**config.mk**
```make
export PLATFORM = sky130hd
export DESIGN_NAME = piso_shift_register
export DESIGN_NICKNAME = d
export VERILOG_FILES = /design/src/rtl/piso_shift_register.sv
export SDC_FILE = /design/constraint.sdc
export NUM_CORES = 1
export LEC_CHECK = 0
export CAP_MARGIN = 20
export CORE_MARGIN = 1
export CORE_UTILIZATION = 30
export CTS_CLUSTER_DIAMETER = 40
export DETAILED_ROUTE_END_ITERATION = 6
export HOLD_SLACK_MARGIN = 0.03
export PLACE_DENSITY = 0.61
export SYNTH_ARGS = -nofsm -noshare
export SYNTH_HDL_FRONTEND = slang
export SYNTH_SLANG_ARGS = --single-unit
```
**constraint.sdc**
```tcl
create_clock -name clk -period 2 [get_ports clk]
set_input_delay 0.2 -clock clk [delete_from_list [all_inputs] [get_ports clk]]
set_output_delay 0.2 -clock clk [all_outputs]
set_load 0.02 [all_outputs]
```
**src/rtl/piso_shift_register.sv**
```systemverilog
// Parallel-in/serial-out transmitter: takes a WIDTH-bit word on a valid/ready handshake and shifts it out one bit per clock.
// Define PISO_PARITY_EN to append an even-parity bit after the data bits of every word.
module piso_shift_register #(
  parameter int WIDTH     = 32,
  parameter bit LSB_FIRST = 1'b1
) (
  input  logic             clk,
  input  logic             rst,
  input  logic [WIDTH-1:0] din,
  input  logic             load_valid,
  output logic             load_ready,
  output logic             sout,
  output logic             sout_valid,
  output logic             busy,
  output logic             done
);

`ifdef PISO_PARITY_EN
  localparam int NBITS = WIDTH + 1;
`else
  localparam int NBITS = WIDTH;
`endif
  // Counter spans 0..NBITS-1; sized for NBITS+1 values so the top code stays spare.
  localparam int               CNT_W    = $clog2(NBITS + 1);
  localparam logic [CNT_W-1:0] LAST_CNT = CNT_W'(NBITS - 1);

  typedef enum logic {
    IDLE,
    SHIFT
  } state_t;

  state_t           state;
  logic [WIDTH-1:0] shreg;
  logic [CNT_W-1:0] cnt;
  logic             last_bit;
  logic             accept;
  logic             data_bit;
  logic             cur_bit;

  assign last_bit   = (state == SHIFT) && (cnt == LAST_CNT);
  // Ready again in the last-bit cycle so consecutive words stream with no gap.
  assign load_ready = !rst && ((state == IDLE) || last_bit);
  assign accept     = load_valid && load_ready;
  assign data_bit   = LSB_FIRST ? shreg[0] : shreg[WIDTH-1];

`ifdef PISO_PARITY_EN
  logic parity;

  assign cur_bit = last_bit ? parity : data_bit;

  always_ff @(negedge clk) begin
    if (rst) begin
      parity <= 1'b0;
    end else if (accept) begin
      parity <= ^din;
    end
  end
`else
  assign cur_bit = data_bit;
`endif

  // NOTE: sequential state uses non-blocking assignments so every flop samples pre-edge values.
  always_ff @(negedge clk) begin
    if (rst) begin
      state <= IDLE;
      shreg <= '0;
      cnt   <= '0;
    end else if (accept) begin
      state <= SHIFT;
      shreg <= din;
      cnt   <= '0;
    end else if (state == SHIFT) begin
      if (last_bit) begin
        state <= IDLE;
        cnt   <= '0;
      end else begin
        shreg <= LSB_FIRST ? (shreg >> 1) : (shreg << 1);
        cnt   <= cnt + CNT_W'(1);
      end
    end
  end

  // Outputs come straight from state flops, held at zero while rst is high.
  assign sout_valid = !rst && (state == SHIFT);
  assign busy       = !rst && (state == SHIFT);
  assign done       = !rst && last_bit;
  assign sout       = !rst && (state == SHIFT) && cur_bit;

endmodule

```
==> metrics.yaml <==
finalWirelength_um: 4980
io_buffer_count: 39
final_hold_viol_count: 0
maxSlewViolCount: 0
chipWidth_um: 82.2
dp_slack_ns: -0.724
yosys.area.top_type: "dfxtp_1"
drtPass1Iterations: 4
cts_tree: "built"
n_antenna_cell: 0
die-area_sq_mm: 0.00676
power_density_mw_per_mm2: 762
drc: 0
skew_ns: 0.0156
place_area_sq_mm: 0.00255
wl_per_cell_um: 13.8
seq_area_sq_um: 786
antenna_found_initial: 0
fin_hold_ws_ns: 0.547
synth-seq-cells: 39
drtIter0Drc: 77
postCtsHoldBufs: 0
max-cap-violations: 0
leakagePower_uw: 0.00124
fin_cells: 360
status: "complete, but fails checks"
cts_sinks: 39
clk_latency_ns: 0.36
synthCells: 197
worst_slack_ns: -0.524
dp.cells: 310
grt_max_degree: 33
rsz0062_at_grt: "true"
synth_area_leaders: "dfxtp_1 40%, a211oi_1 25%, mux2i_1 17%"
synth_fp_nets: 233
fillers: 595
post-dp-hpwl_um: 3200
grt_pass1_vias: 1910
place_congestion: 0.793
setup_viol: 5
start_kind: "flip-flop"
coreArea_sq_mm: 0.00606
synth_common_cells: "63 x a211oi_1, 39 x dfxtp_1, 32 x mux2i_1, 18 x buf_2, 7 x clkbuf_1"
worst-path-max-fanout: 3
cts_buffer_depth: 2
crit_required_ns: 1.80
clockRootBuffer: "clkbuf_8"
violations: "negative setup slack"
tightest_slew_ns: 0.351
synth_top_area_share_pct: 40.5
worst_setup_path_end_kind: "output pin"
synth.distinct_cells: 27
syn_area_sq_mm: 0.00193
max-vdd-ir-drop_mv: 0.415
placementRows: 28
fin_area_sq_mm: 0.00285
synth_edf_count: 0
htreeDepth: 2
critPathKind: "reg2out"
avgViaCountPerCell: 5.29
vias: 1903
yosysWarnings: 0
drive_gt1_share_pct: 21.1
clkSlewWorstSetupHoldPaths_ns: 0.04
slew_headroom_pct: 76.6
initial_core_util_pct: 31.8
grtUsageTotal_pct: 15.9
synth.most_common_cell: "a211oi_1"
p_total_uw: 2170
area_growth_pct: 47.8
hp-class: "reg2reg"
ioPinCount: 40
grt_overflow: 0
cp.arrival_ns: 2.32
die_h_um: 82.2
drtAntennaViolNets: 0
grt_pass1_wl_um: 8160
async_reset_ff_share_pct: 0
synthFlopType: "dfxtp_1"
multi_input_area_sq_mm: 0.00109
avgSynthCellArea_sq_um: 9.79
nNetsFinal: 320
cts_made_buffers: 5
ys_seq_area_share_pct: 40.5
-- per-layer routing --
| layer | GRT usage [%] | wire (um) | vias up |
|---|---|---|---|
| met3 | 6.59 | 290 | 7 |
| met5 | 0 | 0 | - |
| li1 | - | - | 945 |
| met1 | 19.1 | 2420 | 897 |
| met4 | 9.12 | 93 | 0 |
| met2 | 23.6 | 2180 | 54 |
-- critical path, cell delays in order, from the launching register on --
cell and delay, ns:
dfxtp_2 0.33, ha_4 0.17, nor2b_4 0.13, a21oi_4 0.17
nor2_4 0.04, buf_6 0.12
-- path summary, 6_finish.rpt --
check | slack, ns | to | cells after the start | start
worst max register to register | 0.48 | shreg[17]$_SDFFE_NP0P_ | 5 | cnt[1]$_SDFFE_NP0P_
worst max-delay path | -0.52 | load_ready | 5 | cnt[1]$_SDFFE_NP0P_
worst min register to register | 0.55 | shreg[31]$_SDFFE_NP0P_ | 2 | shreg[31]$_SDFFE_NP0P_
worst min-delay path | 0.55 | shreg[31]$_SDFFE_NP0P_ | 2 | shreg[31]$_SDFFE_NP0P_
-- sequential cells by signal (all words and copies together) (netlist names) --
name	cells
shreg	32
cnt	6
state	1
-- cell usage in the layout (no fill, tap or decap), types with 4 or more instances in the layout --
cell and n:
inv_1 40, mux2i_1 32, buf_6 5, dfxtp_2 4, buf_4 28, a211oi_1 63
a21oi_1 4, clkdlybuf4s50_1 32, dfxtp_1 35, clkbuf_8 5
-- layout make-up --
class / count / area share [%]
Clock buffer: 5 / 2.41
Timing Repair Buffer: 68 / 21.6
Inverter: 2 / 0.351
Sequential cell: 39 / 27.6
Multi-Input combinational cell: 129 / 38.2
Tap cell: 75 / 3.29
Clock inverter: 42 / 6.58
-- power by group --
group | internal, uW | leakage (uW) | total [uW] | switching [uW]
sequential | 843 | 0.000324 | 875 | 31.3
combinational | 180 | 0.000655 | 325 | 145
clock | 472 | 0.000262 | 973 | 501
total | 1500 | 0.00124 | 2170 | 678
-- cell families after synthesis --
family	synth area share (%)
flops	40.5
buf+inv	7.00
compound gates	28.0
xor+xnor	1.36
simple gates	5.90
mux	16.6
fa+ha+maj	0.648
-- timing repair --
| action | CTS | global route |
|---|---|---|
| setup endpoints to repair | 5 | 5 |
| resized for setup | 32 | 2 |
| hold endpoints to repair | 0 | 0 |
| pin swaps | 5 | 4 |
| setup buffers | 2 | 2 |
-- through the flow --
stage / util, % / TNS (ns)
global route: 47.0 / -2.28
detailed placement: 42.0 / -4.03
global placement: 42.0 / -3.61
finish: 47.0 / -1.91
floorplan: - / -0.902
CTS: 46.7 / -1.91
No activity file was read; power rests on OpenSTA's default activity.
